--- config.mk ---
export PLATFORM = sky130hd
export DESIGN_NAME = seg_scan_display
export DESIGN_NICKNAME = d
export VERILOG_FILES = /design/src/rtl/seg_scan_display.sv
export SDC_FILE = /design/constraint.sdc
export NUM_CORES = 1
export LEC_CHECK = 0
export ABC_CLOCK_PERIOD_IN_PS = 3020
export BUFFER_PORTS_ARGS = -buffer_cell sky130_fd_sc_hd__buf_2
export CAP_MARGIN = 20
export CELL_PAD_IN_SITES_DETAIL_PLACEMENT = 2
export CELL_PAD_IN_SITES_GLOBAL_PLACEMENT = 2
export CORE_MARGIN = 10
export CORE_UTILIZATION = 42
export CTS_CLUSTER_SIZE = 10
export DETAILED_ROUTE_END_ITERATION = 16
export MAX_ROUTING_LAYER = met4
export PLACE_DENSITY = 0.87
export RECOVER_POWER = 50
export SYNTH_ARGS = -nofsm -noshare
export SYNTH_HDL_FRONTEND = slang
export SYNTH_SLANG_ARGS = --single-unit
--- constraint.sdc ---
create_clock -name clk -period 3.02 [get_ports clk]
set_input_delay 0.151 -clock clk [delete_from_list [all_inputs] [get_ports clk]]
set_output_delay 0.151 -clock clk [all_outputs]
set_load 0.1 [all_outputs]
--- src/rtl/seg_scan_display.sv ---
// Binary-to-BCD (double-dabble) converter that drives a 4-digit multiplexed 7-segment display.
// A value is converted once per load strobe, and the display scans the digits continuously.
module seg_scan_display #(
   parameter int SCAN_DIV = 50000
) (
   input  logic        clk,
   input  logic        rst_n,
   input  logic        load,
   input  logic [15:0] din,
   output logic        busy,
   output logic        ovf,
   output logic [6:0]  seg,
   output logic [3:0]  an
);

   localparam int PW = $clog2(SCAN_DIV);
   localparam logic [PW-1:0] PRE_MAX = PW'(SCAN_DIV - 1);
   localparam logic [6:0] SEG_BLANK = 7'b1111111;
   localparam logic [6:0] SEG_DASH  = 7'b0111111;
   localparam logic [6:0] SEG_ZERO  = 7'b1000000;

   typedef enum logic [1:0] {IDLE, CONV, LATCH} state_t;

   state_t           state, state_next;
   logic [15:0]      bin;
   logic [19:0]      bcd;
   logic [19:0]      bcd_adj;
   logic [35:0]      shifted;
   logic [3:0]       cnt;
   logic [3:0][6:0]  disp;
   logic [3:0][6:0]  disp_new;
   logic             ovf_new;
   logic [PW-1:0]    pre;
   logic [1:0]       idx;
   logic [1:0]       idx_next;
   logic             wrap;

   function automatic logic [6:0] decode(input logic [3:0] d);
      case (d)
         4'd0:    decode = 7'b1000000;
         4'd1:    decode = 7'b1111001;
         4'd2:    decode = 7'b0100100;
         4'd3:    decode = 7'b0110000;
         4'd4:    decode = 7'b0011001;
         4'd5:    decode = 7'b0010010;
         4'd6:    decode = 7'b0000010;
         4'd7:    decode = 7'b1111000;
         4'd8:    decode = 7'b0000000;
         4'd9:    decode = 7'b0010000;
         default: decode = SEG_BLANK;
      endcase
   endfunction

   assign busy = (state != IDLE);

   always_ff @(posedge clk or negedge rst_n) begin
      if (!rst_n) state <= IDLE;
      else        state <= state_next;
   end

   always_comb begin
      state_next = state;
      case (state)
         IDLE:    if (load) state_next = CONV;
         CONV:    if (cnt == 4'd15) state_next = LATCH;
         LATCH:   state_next = IDLE;
         default: state_next = IDLE;
      endcase
   end

   // One double-dabble step: correct nibbles >= 5, then shift the combined register left.
   always_comb begin
      bcd_adj = bcd;
      for (int i = 0; i < 5; i++) begin
         if (bcd[4*i +: 4] >= 4'd5) bcd_adj[4*i +: 4] = bcd[4*i +: 4] + 4'd3;
      end
      shifted = {bcd_adj, bin} << 1;
   end

   // Leading zeros are blanked from the thousands digit downwards; units always shows.
   always_comb begin
      ovf_new  = (bcd[19:16] != 4'd0);
      disp_new = {4{SEG_DASH}};
      if (!ovf_new) begin
         disp_new[0] = decode(bcd[3:0]);
         disp_new[1] = (bcd[15:4]  == 12'd0) ? SEG_BLANK : decode(bcd[7:4]);
         disp_new[2] = (bcd[15:8]  == 8'd0)  ? SEG_BLANK : decode(bcd[11:8]);
         disp_new[3] = (bcd[15:12] == 4'd0)  ? SEG_BLANK : decode(bcd[15:12]);
      end
   end

   always_ff @(posedge clk or negedge rst_n) begin
      if (!rst_n) begin
         bin  <= '0;
         bcd  <= '0;
         cnt  <= '0;
         ovf  <= 1'b0;
         disp <= {SEG_BLANK, SEG_BLANK, SEG_BLANK, SEG_ZERO};
      end else begin
         case (state)
            IDLE: begin
               if (load) begin
                  bin <= din;
                  bcd <= '0;
                  cnt <= '0;
               end
            end
            CONV: begin
               bcd <= shifted[35:16];
               bin <= shifted[15:0];
               cnt <= cnt + 4'd1;
            end
            LATCH: begin
               ovf  <= ovf_new;
               disp <= disp_new;
            end
            default: ;
         endcase
      end
   end

   assign wrap     = (pre == PRE_MAX);
   assign idx_next = wrap ? idx + 2'd1 : idx;

   // an/seg are registered from the upcoming index so both switch on the same edge.
   always_ff @(posedge clk or negedge rst_n) begin
      if (!rst_n) begin
         pre <= '0;
         idx <= '0;
         an  <= 4'b1110;
         seg <= SEG_ZERO;
      end else begin
         pre <= wrap ? '0 : pre + 1'b1;
         idx <= idx_next;
         an  <= ~(4'b0001 << idx_next);
         seg <= disp[idx_next];
      end
   end

endmodule

* Word-level counts from Yosys, hierarchy flattened
Memories as Yosys holds them, arrays and structs flattened.
Cells that the tools add are included.
** Word-level totals
- Register bits after elaboration :: 100
- Memory bits (read-only) :: 448
- Bits of input ports :: 19
- Memories :: 4
- Output and inout port bits :: 13
- Word-level logic and storage cells :: 70
** Memory list
- (no name shown) :: depth 16, width 7, rd ports 1, clocked after Yosys merged registers in 0, wr ports 0, line 39 : case (d)
- (no name shown) :: depth 16, width 7, rd ports 1, clocked after Yosys merged registers in 0, wr ports 0, line 39
- (no name shown) :: depth 16, width 7, rd ports 1, clocked after Yosys merged registers in 0, wr ports 0, line 39
- (no name shown) :: depth 16, width 7, rd ports 1, clocked after Yosys merged registers in 0, wr ports 0, line 39
** Operators by class
- Order comparisons :: 6
- Shifts and indexed selects :: 1
- Add/sub/neg operators :: 8
- Mux-type cells :: 22
- Eq/ne operators :: 6
- Reductions and logical operators :: 9
- Bitwise logic cells :: 1
** Operator list (count)
- $pmux 20 s2 :: 1
- $mux 16 :: 2
- $pmux 16 s2 :: 1
- $mux 28 :: 1
- $mux 7 :: 4
- $ge 4x3->1 const B :: 5
- $mux 20 :: 1
- $mux 4 :: 5
- $add 16x1->16 const B :: 1
- $add 4x2->4 const B :: 4
- $eq 16x16->1 const B :: 1
- $bmux 7 s2 :: 1
- $logic_not 12->1 :: 1
- $logic_not 8->1 :: 1
- $pmux 4 s2 :: 1
- $mux 2 :: 3
- $add 4x1->4 const B :: 1
- $eq 4x4->1 const B :: 1
- $logic_not 4->1 :: 1
- $ne 2x2->1 const B :: 2
- $not 4->4 :: 1
- $pmux 2 s2 :: 1
- $reduce_and 2->1 :: 2
- $reduce_bool 2->1 :: 2
- other kinds (9) :: 9

* Logic depth before layout (Yosys ltp)
- Depth after elaboration :: 4
- Mapped depth :: 7
- Depth with buffers taken out :: 7

* Worst setup path after synthesis
No wires, ideal clock.
- Kind :: flip-flop to flip-flop
- Start point :: register pre[0]
- End point :: register seg[1]
- Path buffers :: 1
- Period minus slack after synthesis :: 1718 ps
- Cell stages (with the launch flop) :: 7
- Data arrival time :: 1631 ps
- Setup time :: 87 ps
- Required time :: 2933 ps
- Path slack :: 1302 ps
- Path through :: dfrtp_1 > ha_1 > and3_1 > and4_4 > buf_4 > mux2_1 > a211oi_2
** On the way
- Cells in the longest elaborated chain, start to end :: 4
** RTL lines
- from (decl) :: line 33 : logic [PW-1:0] pre;
- from (signal assigned) :: line 133 : pre <= wrap ? '0 : pre + 1'b1;
- $eq 16x16->1 :: line 122 : assign wrap = (pre == PRE_MAX);
- $mux 2 :: line 123 : assign idx_next = wrap ? idx + 2'd1 : idx;
- $bmux 7 s2 :: line 136 : seg <= disp[idx_next];
- $mux 7 (implied by the code) :: line 136
- to (signal assigned) :: line 136
- to (decl) :: line 12 : output logic [6:0] seg,
Every way passes these cells. The select of a mux whose other input is x is not followed.
A chain may end at the register's enable or synchronous reset.

* Worst setup path after layout
- Start point :: register state[1]
- End point :: register disp[17] (netlist bit)
** On the way
- Cells in the longest elaborated chain, start to end :: 1
** RTL lines
- from (decl) :: line 24 : state_t state, state_next;
- from (signal assigned) :: line 58 : else state <= state_next;
- $eq 2x2->1 :: line 100 : case (state)
- to (signal assigned) :: line 98 : disp <= {SEG_BLANK, SEG_BLANK, SEG_BLANK, SEG_ZERO};
- to (signal assigned) :: line 115 : disp <= disp_new;
- to (decl) :: line 30 : logic [3:0][6:0] disp;
Every way passes these cells.

==> metrics.txt <==
# TYPE chip_impl_metric gauge
chip_impl_info{name="status",value="complete, no violations"} 1
chip_impl_metric{name="drt.antenna.violating_nets",unit=""} 0
chip_impl_metric{name="postSynth.asyncResetShare",unit=""} 1.00
chip_impl_metric{name="place.gp.congestion",unit=""} 0.796
chip_impl_metric{name="drtIter0Drc",unit=""} 216
chip_impl_metric{name="routed-via-count",unit=""} 4334
chip_impl_metric{name="final_setup_violating_endpoints",unit=""} 0
chip_impl_metric{name="crit_required",unit="ps"} 3300
chip_impl_metric{name="drv_cap",unit=""} 0
chip_impl_metric{name="worst_slew_margin_rel",unit=""} 0.114
chip_impl_metric{name="drt-total-wl",unit="mm"} 16.5
chip_impl_metric{name="initial_antenna_violation_count",unit=""} 0
chip_impl_info{name="worst_setup_path_start_kind",value="register"} 1
chip_impl_metric{name="yosys.area_share.adder",unit=""} 0.0634
chip_impl_metric{name="grt_usage",unit=""} 0.193
chip_impl_metric{name="post_drt_wl_per_cell",unit="um"} 21.4
chip_impl_metric{name="cellLeakagePower",unit="uW"} 0.00255
chip_impl_info{name="synth.largest_area_cell",value="dfrtp_1"} 1
chip_impl_metric{name="pin_count_of_the_biggest_net_entering_global_routing",unit=""} 52
chip_impl_info{name="worst-setup-path-type",value="reg -> reg"} 1
chip_impl_metric{name="cts-root-to-sink-buffers",unit=""} 2
chip_impl_metric{name="syn-instance-count",unit=""} 575
chip_impl_metric{name="max_slew_violation_total_from_the_final_report",unit=""} 0
chip_impl_metric{name="regToRegSetupSlack",unit="ps"} 870
chip_impl_metric{name="die_area",unit="um^2"} 18100
chip_impl_metric{name="post_route_cells_drive_above_1_share",unit=""} 0.170
chip_impl_metric{name="layout.nets",unit=""} 641
chip_impl_metric{name="worst_skew_pair.late_latency",unit="ps"} 350
chip_impl_metric{name="buffer_ports.inserted",unit=""} 31
chip_impl_metric{name="ys_ff_latch",unit=""} 100
chip_impl_metric{name="area.sequential",unit="um^2"} 2530
chip_impl_info{name="synth_top_family_by_area",value="simple AND/OR/NAND/NOR gates"} 1
chip_impl_metric{name="power.ir.vdd_worst",unit="mV"} 0.435
chip_impl_metric{name="actual_transition_at_the_worst_max_transition_pin",unit="ps"} 1330
chip_impl_metric{name="grt_pass1_vias",unit=""} 4982
chip_impl_metric{name="drtPass1Iterations",unit=""} 4
chip_impl_metric{name="netlist_area",unit="um^2"} 5520
chip_impl_metric{name="flow.area_growth_from_synthesis",unit="%"} 9.77
chip_impl_info{name="worst_path_max_delay_cell",value="and3_1"} 1
chip_impl_metric{name="final.hold.worst_slack",unit="ps"} 82.2
chip_impl_metric{name="post_synth_num_cell_types",unit=""} 54
chip_impl_metric{name="synth_edf_count",unit=""} 0
chip_impl_metric{name="setup-tns-final",unit="ps"} 0
chip_impl_metric{name="cts.reportedPaths.clkPinSlew",unit="ps"} 70
chip_impl_metric{name="globalRouteOverflowTotal",unit=""} 0
chip_impl_metric{name="die_h",unit="um"} 135
chip_impl_metric{name="mean_post_synth_cell_area",unit="um^2"} 9.60
chip_impl_metric{name="maxClockFrequency",unit="MHz"} 465
chip_impl_info{name="cp_cell_sequence",value="nor2b_2, buf_4, and3_1, nand3_1, o22a_1"} 1
chip_impl_metric{name="synth-compound-area-share",unit=""} 0.152
chip_impl_metric{name="cts.sink_count",unit=""} 100
chip_impl_metric{name="max_stage_delay",unit="ps"} 490
chip_impl_metric{name="synthMuxAreaShare",unit=""} 0.0671
chip_impl_metric{name="die-width",unit="um"} 135
chip_impl_metric{name="htree_num_levels",unit=""} 3
chip_impl_info{name="worstSetupEndpointType",value="register"} 1
chip_impl_info{name="hold_class",value="in -> reg"} 1
chip_impl_info{name="synth_top_cells_by_area",value="dfrtp_1 34%, dfstp_2 12%, nor2_1 6.7%"} 1
chip_impl_metric{name="grt_pass1_wl",unit="mm"} 27.4
chip_impl_metric{name="post-cts-setup-buffer-count",unit=""} 0
chip_impl_metric{name="synth_sequential_area_ratio",unit=""} 0.459
chip_impl_metric{name="worst_clock_skew",unit="ps"} 5.34
chip_impl_metric{name="synth_top_area_frac",unit=""} 0.335
chip_impl_metric{name="cts_inserted_buffers",unit=""} 9
chip_impl_metric{name="hold_violations",unit=""} 0
chip_impl_metric{name="finalWorstPathRequiredPeriod",unit="ps"} 2150
chip_impl_metric{name="synth.net_count",unit=""} 622
chip_impl_metric{name="yosys_warnings",unit=""} 0
chip_impl_info{name="cts_tree",value="built"} 1
chip_impl_metric{name="core_area",unit="um^2"} 12800
chip_impl_metric{name="hpwlAfterDp",unit="mm"} 11.9
chip_impl_metric{name="timing.critical_path.arrival",unit="ps"} 2430
chip_impl_metric{name="area_used_by_multi_input_combinational_logic",unit="um^2"} 2740
chip_impl_metric{name="detail_route.vias_per_cell",unit=""} 5.62
chip_impl_info{name="cts-root-buf",value="clkbuf_16"} 1
chip_impl_metric{name="critical_path.max_fanout",unit=""} 28
chip_impl_metric{name="antennaDiodeCount",unit=""} 0
chip_impl_metric{name="initial_utilization",unit=""} 0.432
chip_impl_metric{name="layout.filler_cells",unit=""} 1385
chip_impl_metric{name="io-pin-count",unit=""} 32
chip_impl_metric{name="drt_drc_violations_left",unit=""} 0
chip_impl_metric{name="cellPowerDensity",unit="nW/um^2"} 934
chip_impl_metric{name="post_synth_xor_area_fraction",unit=""} 0.0320
chip_impl_metric{name="yosys.area_share.simple",unit=""} 0.181
chip_impl_info{name="yosys_most_used_dff",value="dfrtp_1"} 1
chip_impl_metric{name="row_count",unit=""} 41
chip_impl_info{name="grt_setup_unrepaired",value="false"} 1
chip_impl_metric{name="fin_crit_sh",unit=""} 0.712
## cell usage in the layout, fill, tap and decap left out, drive strengths merged, types with 3 or more instances in the layout
| master | netlist | layout |
|---|---|---|
| nand3 | 20 | 20 |
| nand4 | 6 | 6 |
| clkinv | 0 | 3 |
| a21oi | 28 | 28 |
| mux2i | 13 | 13 |
| mux2 | 19 | 19 |
| nor2b | 8 | 8 |
| xnor2 | 13 | 13 |
| nor2 | 99 | 99 |
| xor2 | 5 | 5 |
| nand2b | 12 | 12 |
| o22a | 13 | 13 |
| dfstp | 26 | 26 |
| clkbuf | 16 | 23 |
| dfrtp | 74 | 74 |
| nor3 | 12 | 12 |
| o21ai | 32 | 32 |
| buf | 14 | 26 |
| or2 | 3 | 3 |
| o22ai | 23 | 23 |
| and3 | 5 | 5 |
| a31oi | 4 | 4 |
| o21ba | 3 | 3 |
| a22o | 3 | 3 |
| and2 | 4 | 4 |
| inv | 25 | 26 |
| ha | 28 | 28 |
| a211oi | 9 | 9 |
| nand2 | 36 | 36 |
## metrics by stage
stage               setup WS [ps]  std cells   util  cell area [um^2]  total power, uW
global route                  676        771  0.474              6060             6120
finish                        870        771  0.474              6060             5660
CTS                           863        771  0.476              6080             5720
floorplan                    1300        575      -              5520             3770
global placement             1120        754  0.453              5790             4290
detailed placement            943        754  0.453              5790             4530
## kinds of logic (layout without fill, tap and decap cells)
family | Yosys count | after routing
adders and majority gates | 28 | 28
AOI/OAI and AO/OA | 127 | 127
muxes | 32 | 32
and+or+nand+nor | 215 | 215
buffers and inverters | 55 | 79
DFF | 100 | 100
xor gates and xnor gates | 18 | 18
## sequential cells by signal (all words and copies together), names as in the netlist
signal,flops
disp,28
bcd,20
ovf,1
an,4
idx,2
bin,16
state,2
seg,7
pre,16
cnt,4
## repair_timing
action                                 CTS  global route
gates resized for setup                  0             0
endpoints found under the hold margin   27             0
hold buffers                             1             0
## synthesized netlist by cell type (4+ instances only)
master,instances
a21oi_1,28
and2_1,4
buf_2,8
o22a_1,13
nand3_1,20
mux2_2,7
clkbuf_1,16
mux2_4,7
nor2b_1,8
mux2i_1,13
nand4_1,6
dfrtp_1,74
o21ai_0,32
nor2_1,99
mux2_1,5
and3_1,5
xnor2_1,13
inv_1,25
nor3_1,12
a31oi_1,4
ha_1,28
nand2_1,36
xor2_1,4
a211oi_2,7
o22ai_1,23
nand2b_1,12
dfstp_2,26
## where the power goes
| group | leakage (uW) | internal, uW | switching (uW) | total (uW) |
|---|---|---|---|---|
| logic | 0.00126 | 903 | 1470 | 2380 |
| registers | 0.00115 | 1700 | 462 | 2160 |
| clock network | 0.000143 | 604 | 521 | 1120 |
## final timing paths
kind                                            from                    to  cells after the start
worst min-delay path                          din[0]    bin[0]$_DFFE_PN0P_                      3
min in group asynchronous                      rst_n      seg[2]$_DFF_PN0_                      2
worst min register to register   bin[15]$_DFFE_PN0P_    bcd[0]$_DFFE_PN0P_                      2
max in group asynchronous                      rst_n     pre[15]$_DFF_PN0_                      3
worst max-delay path            state[1]$_DFFE_PN0P_  disp[17]$_DFFE_PN1N_                      5
worst max register to register  state[1]$_DFFE_PN0P_  disp[17]$_DFFE_PN1N_                      5
## worst max-delay path, delay by kind of cell (launching register included)
family	cells	cell delay, ps
AO/OA/AOI/OAI	1	280
buffers and inverters	1	330
flip-flops	1	430
AND/OR/NAND/NOR	3	1030
## layer usage
layer  vias to the layer above  GRT usage  wire [um]
met3                        19     0.0371        396
met1                      2242      0.228       7130
met2                        54      0.330       8730
met5                         -          -          0
li1                       2019          -          -
met4                         0     0.0484        248
## final cells by class
type | instances | area share
repair buffers | 38 | 0.0322
clock buffers | 12 | 0.0423
flip-flops and latches | 100 | 0.418
inverters | 25 | 0.0155
well taps | 172 | 0.0355
clock inverters | 4 | 0.00392
multi-input cells | 420 | 0.452
Power figures use the tool's default switching activity.
